### config.mk
export PLATFORM = sky130hd
export DESIGN_NAME = if_id_reg
export DESIGN_NICKNAME = d
export VERILOG_FILES = /design/src/rtl/if_id_reg.sv
export SDC_FILE = /design/constraint.sdc
export NUM_CORES = 1
export LEC_CHECK = 0
export CORE_MARGIN = 3
export CORE_UTILIZATION = 42
export CTS_CLUSTER_SIZE = 10
export DETAILED_ROUTE_END_ITERATION = 10
export PLACE_DENSITY = 0.8
export SKIP_CTS_REPAIR_TIMING = 1
export SYNTH_ARGS = -nofsm -noshare
export SYNTH_HDL_FRONTEND = slang
export SYNTH_SLANG_ARGS = --single-unit
export TNS_END_PERCENT = 20
### constraint.sdc
create_clock -name clk -period 2.66 [get_ports clk]
set_clock_uncertainty 0.2 [all_clocks]
set_input_delay 0.532 -clock clk [delete_from_list [all_inputs] [get_ports clk]]
set_output_delay 0.532 -clock clk [all_outputs]
set_load 0.05 [all_outputs]
### src/rtl/if_id_reg.sv
// IF/ID pipeline register: holds fetched instruction/PC for decode, with stall hold,
// flush-to-bubble, a post-reset boot bubble window and saturating stall/flush event counters.
module if_id_reg #(
    parameter logic [31:0] NOP_INST = 32'h0000_0013,
    parameter int          BOOT_CYC = 1,
    parameter int          CNT_W    = 16
) (
    input  logic             clk,
    input  logic             rst,
    input  logic [31:0]      inst_if2ifid,
    input  logic [31:0]      pc_i,
    input  logic [31:0]      pc4_i,
    input  logic             stall_i,
    input  logic             flush_i,
    output logic [31:0]      inst_ifid2idex,
    output logic [31:0]      pc_o,
    output logic [31:0]      pc4_o,
    output logic             valid_o,
    output logic [CNT_W-1:0] stall_cnt_o,
    output logic [CNT_W-1:0] flush_cnt_o
);

    localparam int             BCW       = (BOOT_CYC > 1) ? $clog2(BOOT_CYC) : 1;
    localparam logic [BCW-1:0] BOOT_LAST = BCW'(BOOT_CYC - 1);

    typedef enum logic [1:0] {
        ST_BOOT = 2'd0,
        ST_RUN  = 2'd1,
        ST_HOLD = 2'd2
    } state_t;

    state_t           state_q, state_d;
    logic [BCW-1:0]   boot_cnt_q, boot_cnt_d;
    logic [31:0]      inst_q, inst_d;
    logic [31:0]      pc_q, pc_d;
    logic [31:0]      pc4_q, pc4_d;
    logic             valid_q, valid_d;
    logic [CNT_W-1:0] stall_cnt_q, stall_cnt_d;
    logic [CNT_W-1:0] flush_cnt_q, flush_cnt_d;

    function automatic logic [CNT_W-1:0] sat_inc(input logic [CNT_W-1:0] v);
        return (&v) ? v : v + 1'b1;
    endfunction

    always_comb begin
        state_d     = state_q;
        boot_cnt_d  = boot_cnt_q;
        inst_d      = inst_q;
        pc_d        = pc_q;
        pc4_d       = pc4_q;
        valid_d     = valid_q;
        stall_cnt_d = stall_cnt_q;
        flush_cnt_d = flush_cnt_q;
        case (state_q)
            ST_BOOT: begin
                // Bubbles cover IROM read latency; flush is meaningless before the first fetch.
                inst_d  = NOP_INST;
                valid_d = 1'b0;
                pc_d    = '0;
                pc4_d   = '0;
                if (!stall_i) begin
                    if (boot_cnt_q == BOOT_LAST) begin
                        state_d = ST_RUN;
                    end else begin
                        boot_cnt_d = boot_cnt_q + 1'b1;
                    end
                end
            end
            ST_RUN, ST_HOLD: begin
                if (flush_i) begin
                    inst_d      = NOP_INST;
                    valid_d     = 1'b0;
                    pc_d        = pc_i;
                    pc4_d       = pc4_i;
                    flush_cnt_d = sat_inc(flush_cnt_q);
                    state_d     = ST_RUN;
                end else if (stall_i) begin
                    stall_cnt_d = sat_inc(stall_cnt_q);
                    state_d     = ST_HOLD;
                end else begin
                    inst_d  = inst_if2ifid;
                    pc_d    = pc_i;
                    pc4_d   = pc4_i;
                    valid_d = 1'b1;
                    state_d = ST_RUN;
                end
            end
            default: begin
                inst_d     = NOP_INST;
                valid_d    = 1'b0;
                pc_d       = '0;
                pc4_d      = '0;
                boot_cnt_d = '0;
                state_d    = ST_BOOT;
            end
        endcase
    end

    always_ff @(posedge clk) begin
        if (rst) begin
            state_q     <= ST_BOOT;
            boot_cnt_q  <= '0;
            inst_q      <= NOP_INST;
            pc_q        <= '0;
            pc4_q       <= '0;
            valid_q     <= 1'b0;
            stall_cnt_q <= '0;
            flush_cnt_q <= '0;
        end else begin
            state_q     <= state_d;
            boot_cnt_q  <= boot_cnt_d;
            inst_q      <= inst_d;
            pc_q        <= pc_d;
            pc4_q       <= pc4_d;
            valid_q     <= valid_d;
            stall_cnt_q <= stall_cnt_d;
            flush_cnt_q <= flush_cnt_d;
        end
    end

    assign inst_ifid2idex = inst_q;
    assign pc_o           = pc_q;
    assign pc4_o          = pc4_q;
    assign valid_o        = valid_q;
    assign stall_cnt_o    = stall_cnt_q;
    assign flush_cnt_o    = flush_cnt_q;

endmodule

* Word level (Yosys, flattened, before mapping)
Cells that the tools add are included.
Cells by class: add/subtract/negate cells 3, eq/ne operators 5, mux-type cells 12, bitwise operators 4, reduce and logical (&&, ||, !) cells 10
Operator list (number):
- 32-bit two-way mux | 4
- 16-bit by 1-bit adder with 16-bit output (second input constant) | 2
- 16-bit AND reduction | 2
- 2-bit two-way mux | 4
- 2-bit inequality test (second input constant) | 2
- 1-bit inverter | 4
- 2-bit case mux with 2 select lines | 1
- 2-bit AND reduction | 2
- 4-bit AND reduction | 1
- 2-bit OR reduction | 2
- 3-bit AND reduction | 1
- 3-bit OR reduction | 1
- 2-bit by 1-bit equality test with 1-bit output (second input constant) | 1
- 2-bit equality test (second input constant) | 1
- 2-bit logical NOT | 1
- 1-bit two-way mux | 2
- 2-bit by 1-bit inequality test with 1-bit output (second input constant) | 1
- 1-bit case mux with 2 select lines | 1
- 1-bit adder (second input constant) | 1
Word-level totals: flip-flop bits (word level) 132, input bits 100, output and inout bits 129, logic and storage cells 42

* Depth between registers and ports, before layout
Gate-level depths: netlist of run 1.
depth after elaboration 4, gate-level depth with buffers 8, mapped depth without buffers 6

* Worst setup path before layout of run 1
No wires, ideal clock.
path kind reg2reg, start register stall_cnt_q[0], in the netlist stall_cnt_o[0], end register stall_cnt_q[1], in the netlist stall_cnt_o[1], library setup time 0.128 ns, arrival time 1.964 ns, data required time 2.332 ns, slack 0.368 ns, cell stages (with the launch flop) 7, path buffers 1, period minus slack after synthesis 2.292 ns, path through dfxtp_1 > ha_1 > nand3_2 > o41ai_4 > buf_6 > mux2i_1 > nor2_1
On the way: cells in the longest elaborated chain, start to end 3, elaborated cells on any way between the ends 4, those cells by class add/sub (1); bitwise (1); reduce/logical (2)
Ends and longest elaborated chain:
- start: declaration | line 38 | logic [CNT_W-1:0] stall_cnt_q, stall_cnt_d;
- start signal: assignment | line 116 | stall_cnt_q <= stall_cnt_d;
- branches (longest 3 deep; another with 16-bit by 1-bit adder with 16-bit output)
Several ways; the timed one is not identified. A chain may end at the register's enable or synchronous reset.

* Worst setup path in the final report of run 1
start register flush_cnt_q[7], in the netlist flush_cnt_o[7], end output flush_cnt_o[7]
RTL lines:
- start: declaration | line 39 | logic [CNT_W-1:0] flush_cnt_q, flush_cnt_d;
- start signal: assignment | line 117 | flush_cnt_q <= flush_cnt_d;
- end: declaration | line 20 | output logic [CNT_W-1:0] flush_cnt_o
No word-level cell between the ends.

==> flow_metrics.py, run 1 <==
metrics = {
    "yosys": {
        "synth_seq_area_share_pct": 50.7,
        "synthesis.nets": 697,
        "synth_enable_flop_cells": 0,
        "async_flop_share_pct": 0,
        "avgSynthCellArea_sq_um": 8.73,
        "synth-seq-cells": 131,
        "synth_area_sq_um": 5170,
        "yosysUniqueCellTypes": 51,
        "yosys_warnings": 0,
        "synth_flop_cell": "dfxtp_1",
        "syn_inst": 593,
    },
    "detailed_routing": {
        "drt_first_iter_violations": 420,
        "vias": 5125,
        "drtAntennaViolNets": 0,
        "route.detailed.drc": 0,
        "wirelength_mm": 15.7,
        "routed_via_density": 5.28,
        "avgRoutedWirePerCell_microns": 16.2,
        "drt_pass1_iterations": 4,
    },
    "finish": {
        "syn_to_final_growth_pct": 56.8,
        "nNetsFinal": 919,
        "final_common_cell": "clkdlybuf4s50_1",
        "drive_gt1_share_pct": 6.88,
        "diodes": 0,
        "layout_common_cells": "227 x clkdlybuf4s50_1, 146 x nand2_1, 131 x dfxtp_1, 85 x a21oi_1, 38 x nor2_1",
    },
    "floorplan": {
        "start_util_pct": 44.2,
        "die_area_sq_um": 13700,
        "core_area_sq_um": 11700,
        "die_w_microns": 117,
        "die_h_microns": 117,
        "rows": 39,
        "io_pins": 229,
    },
    "clock_tree": {
        "clk_latency_ps": 420,
        "path_clk_slew_ps": 50,
        "numCtsBuffers": 17,
        "numClockSinks": 131,
        "cts_root_buffer": "clkbuf_16",
        "cts_tree": "yes",
        "ctsHtreeMaxLevel": 4,
        "cts_buffer_depth": 2,
    },
    "worst_setup_path": {
        "cp.required_ps": 1930,
        "critPathTopFamily": "buffers and inverters",
        "cpPeakStageDelay_ps": 870,
        "cp_cell_sequence": "clkdlybuf4s50_1",
        "cp_max_fo": 7,
        "end_kind": "output port",
        "arrival_ps": 1750,
        "worst-setup-path-type": "flop to output port",
        "cp_slowest_cell": "clkdlybuf4s50_1",
        "crit_buf_inv": 1,
        "cp-start-kind": "flop",
    },
    "global_routing": {
        "grt_usage_pct": 23.0,
        "grt_pass1_vias": 5077,
        "grt_max_degree": 66,
        "grt_pass1_wl_mm": 24.6,
        "overflow": 0,
        "met1_usage_pct": 24.7,
        "antenna_found_initial": 0,
        "use_met2_pct": 39.8,
        "busiest_layer": "met2",
        "grt.met3_usage_pct": 9.56,
    },
    "pwr": {
        "power.leakage_nw": 3.02,
        "ir_drop_uv": 449,
        "power.density_nw_per_um2": 590,
    },
    "placement": {
        "routabilityCongestion": 0.853,
        "hpwlAfterDp_mm": 11.4,
        "pre_cts_ws_ps": 104,
        "numPortBuffers": 228,
    },
    "status": {
        "outcome": "complete, no violations",
    },
    "job": {
        "cap_viol_max_count": 0,
    },
    "timing": {
        "post-route-min-period_ps": 2480,
        "timing.setup.tns_ps": 0,
        "max_freq_ghz": 0.403,
        "finalMaxSlewViolations": 0,
        "setup_viol": 0,
        "slew_headroom_pct": 31.6,
        "worst_slew_pin_slew_ps": 1030,
        "rsz0062_at_grt": "no",
        "setup_ws_ps": 180,
        "timing.final.crit_share_pct": 93.2,
        "finalHoldViolations": 0,
    },
    "hold_path": {
        "hold_class": "flop to flop",
    },
}
## area by class of cell
class | instances | area (sq um)
multi-input cells | 418 | 2380
clock buffers | 28 | 527
well taps | 143 | 179
fillers | 868 | 3590
inverters | 9 | 33.8
flip-flops and latches | 131 | 2620
repair buffers | 238 | 2350
clock inverters | 4 | 20.0
## sequential cells by signal (all words and copies together) (netlist names)
| signal | flops |
|---|---|
| pc_o | 32 |
| state_q | 2 |
| pc4_o | 32 |
| stall_cnt_o | 16 |
| flush_cnt_o | 16 |
| valid_o | 1 |
| inst_ifid2idex | 32 |
## cells in the mapped netlist, types with 3 or more instances
| cell | count | share of area [%] |
|---|---|---|
| and3_1 | 3 | 0.36 |
| buf_1 | 7 | 0.51 |
| or3_1 | 7 | 0.85 |
| o21ai_0 | 5 | 0.48 |
| ha_1 | 4 | 0.97 |
| buf_2 | 5 | 0.48 |
| a21oi_1 | 85 | 8.2 |
| mux2i_1 | 34 | 6.6 |
| nand2_1 | 147 | 11 |
| inv_1 | 9 | 0.65 |
| dfxtp_1 | 131 | 51 |
| o21ai_1 | 3 | 0.29 |
| nor3_1 | 3 | 0.29 |
| o211ai_1 | 5 | 0.73 |
| clkbuf_1 | 21 | 1.5 |
| o31ai_1 | 13 | 1.9 |
| nand3_1 | 9 | 0.87 |
| nor2_1 | 38 | 2.8 |
| nand4_1 | 8 | 0.97 |
| or4_1 | 13 | 1.9 |
## where the power goes
part	total [mW]	internal [mW]	switching [mW]
Clock	2.14	1.33	0.802
Combinational	0.612	0.267	0.346
Sequential	2.04	2.01	0.0279
Total	4.79	3.61	1.18
## per-layer routing
layer	vias to the layer above	wire length (microns)	part of all wire, %
met2	189	8180	52
met3	32	1250	7.9
li1	2507	-	-
met1	2397	5830	37
met5	-	0	0
met4	0	444	2.8
## worst paths after layout
path | start | end | slack, ps | depth (start not counted)
worst max-delay path | flush_cnt_o[7]$_SDFFE_PP0P_ | flush_cnt_o[7] | 180 | 1
worst min-delay path | pc_o[26]$_SDFFE_PP0P_ | pc_o[26]$_SDFFE_PP0P_ | 250 | 2
worst max register to register | state_q[0]$_SDFFE_PP0P_ | stall_cnt_o[6]$_SDFFE_PP0P_ | 280 | 6
worst min register to register | pc_o[26]$_SDFFE_PP0P_ | pc_o[26]$_SDFFE_PP0P_ | 250 | 2
## metrics by stage
stage                     util (%)  total power, mW  instances  instance area [sq um]  hold slack [ps]
after detailed placement      64.6             2.69        939                   7570              244
final                         69.3             4.79        971                   8120              247
after global routing          69.3             4.96        971                   8120              258
after CTS                     69.3             4.83        971                   8120              251
after floorplan                  -             2.41        593                   5170              308
after global placement        64.6             2.68        939                   7570              237
## kinds of logic (layout without fill, tap and decap cells)
kind of cell    count (synthesis)  in the layout  share of synthesized area, %
simple gates                  252            252                          23.0
flops                         131            131                          50.7
compound gates                125            125                          14.7
buf+inv                        44            279                          3.53
mux                            35             35                          6.79
fa+ha+maj                       4              4                         0.967
xor+xnor                        2              2                         0.339
Power figures use the tool's default switching activity.
==> inputs of run 2 (changes only) <==
Settings changed: CAP_MARGIN from default to 40.
==> flow_metrics.py, run 2 (synthesized netlist as in run 1, its figures left out) <==
metrics = {
    "floorplan": {
        "core_area_sq_um": 11700,
        "die_area_sq_um": 13700,
        "die_w_microns": 117,
        "start_util_pct": 44.2,
        "die_h_microns": 117,
        "io_pins": 229,
        "rows": 39,
    },
    "status": {
        "outcome": "complete, no violations",
    },
    "global_routing": {
        "grt_max_degree": 66,
        "grt_usage_pct": 23.0,
        "antenna_found_initial": 0,
        "grt_pass1_vias": 5119,
        "grt_pass1_wl_mm": 24.7,
        "overflow": 0,
    },
    "finish": {
        "final_common_cell": "clkdlybuf4s50_1",
        "syn_to_final_growth_pct": 57.8,
        "diodes": 0,
        "final_area_sq_um": 8170,
        "utilization_pct": 69.7,
        "instances_no_fill": 971,
        "nNetsFinal": 920,
        "final.fill_count": 906,
        "drive_gt1_share_pct": 6.88,
        "layout_common_cells": "227 x clkdlybuf4s50_1, 146 x nand2_1, 131 x dfxtp_1, 85 x a21oi_1, 38 x nor2_1",
    },
    "pwr": {
        "ir_drop_uv": 403,
        "power.density_nw_per_um2": 597,
        "power.leakage_nw": 3.04,
        "power.total_mw": 4.87,
    },
    "clock_tree": {
        "numCtsBuffers": 17,
        "numClockSinks": 131,
        "clk_latency_ps": 410,
        "cts_root_buffer": "clkbuf_16",
        "path_clk_slew_ps": 60,
        "cts_tree": "yes",
        "ctsHtreeMaxLevel": 4,
        "cts_buffer_depth": 2,
    },
    "timing": {
        "rsz0062_at_grt": "no",
        "timing.setup.tns_ps": 0,
        "timing.final.crit_share_pct": 92.7,
        "finalMaxSlewViolations": 0,
        "slew_headroom_pct": 52.8,
        "finalHoldViolations": 0,
        "hold_slack_ps": 247,
        "setup_ws_ps": 193,
        "worst_slew_pin_slew_ps": 705,
        "post-route-min-period_ps": 2470,
        "max_freq_ghz": 0.405,
        "setup_viol": 0,
    },
    "worst_setup_path": {
        "cp_cell_sequence": "clkdlybuf4s50_1",
        "cp.required_ps": 1930,
        "worst-setup-path-type": "flop to output port",
        "arrival_ps": 1730,
        "reg2reg_to": "stall_cnt_o[6]$_SDFFE_PP0P_",
        "timing.rr.start": "state_q[0]$_SDFFE_PP0P_",
        "cp-start-kind": "flop",
        "cp_max_fo": 5,
        "crit_buf_inv": 1,
        "end_kind": "output port",
        "cp_slowest_cell": "clkdlybuf4s50_1",
        "r2r_slack_ps": 330,
        "cpPeakStageDelay_ps": 860,
        "reg2regPathDepth": 6,
        "critPathTopFamily": "buffers and inverters",
    },
    "job": {
        "cap_viol_max_count": 0,
    },
    "placement": {
        "hpwlAfterDp_mm": 11.6,
        "numPortBuffers": 228,
        "routabilityCongestion": 0.853,
        "dpl-instance-area_sq_um": 7600,
        "pre_cts_ws_ps": 155,
        "placed_cells": 940,
    },
    "hold_path": {
        "hold_depth": 2,
        "holdCritStartpoint": "pc_o[26]$_SDFFE_PP0P_",
        "whs_endpoint": "pc_o[26]$_SDFFE_PP0P_",
        "hold_class": "flop to flop",
    },
    "detailed_routing": {
        "wirelength_mm": 15.7,
        "drtAntennaViolNets": 0,
        "route.detailed.drc": 0,
        "vias": 5146,
        "avgRoutedWirePerCell_microns": 16.2,
        "drt_pass1_iterations": 4,
        "drt_first_iter_violations": 382,
        "routed_via_density": 5.30,
    },
}
run 2: changes by cell type in the layout (fill, tap and decap cells not counted), sizes merged:
cell      change
clkinv        -3
buf           +1
bufinv        +1
clkinvlp      +1
run 2: power by group:
part           total (mW)  internal [mW]  switching (mW)  leakage [nW]
sequential           2.04           2.01          0.0280          1.06
clock                2.21           1.43           0.785         0.277
combinational       0.618          0.270           0.348          1.70
run 2: final cells by class:
type                       count  area [sq um]  area share, %
timing repair buffer         239          2380           29.1
multi-input combinational    418          2380           29.2
clock buffer                  28           527           6.45
tap                          143           179           2.19
sequential                   131          2620           32.1
inverter                       9          33.8          0.414
clock inverter                 3          42.5          0.521
run 2: worst max path at each step:
| stage | start | to | slack, ps | cells past startpoint |
|---|---|---|---|---|
| after global routing | flush_cnt_o[12]$_SDFFE_PP0P_ | flush_cnt_o[12] | 130 | 1 |
| after floorplan | stall_cnt_o[0]$_SDFFE_PP0P_ | stall_cnt_o[1]$_SDFFE_PP0P_ | 370 | 6 |
| after detailed placement | flush_i | stall_cnt_o[6]$_SDFFE_PP0P_ | 160 | 5 |
| after CTS | flush_cnt_o[13]$_SDFFE_PP0P_ | flush_cnt_o[13] | 180 | 1 |
| final | flush_cnt_o[13]$_SDFFE_PP0P_ | flush_cnt_o[13] | 190 | 1 |
| after global placement | flush_i | stall_cnt_o[6]$_SDFFE_PP0P_ | 190 | 5 |
run 2: metal layers:
metal | vias to the layer above | wire length, microns | global-route usage (%)
met2 | 191 | 8020 | 39.5
met3 | 39 | 1180 | 8.89
met4 | 0 | 571 | 10.9
met1 | 2407 | 5970 | 25.0
li1 | 2509 | - | -
met5 | - | 0 | 0
run 2: worst register-to-register path: cells and delay by family (launching register included):
| family | cells | cell delay [ps] |
|---|---|---|
| adders and majority gates | 1 | 390 |
| DFF | 1 | 350 |
| AOI/OAI and AO/OA | 2 | 410 |
| and+or+nand+nor | 2 | 860 |
| buffers and inverters | 1 | 50 |
==> inputs of run 3 (changes only) <==
Settings changed: ABC_CLOCK_PERIOD_IN_PS from default to 2660, CTS_CLUSTER_DIAMETER from default to 30, SLEW_MARGIN from default to 0.
==> results of run 3 <==
Same layout as run 2: the final DEF is identical, and so are final timing and power.
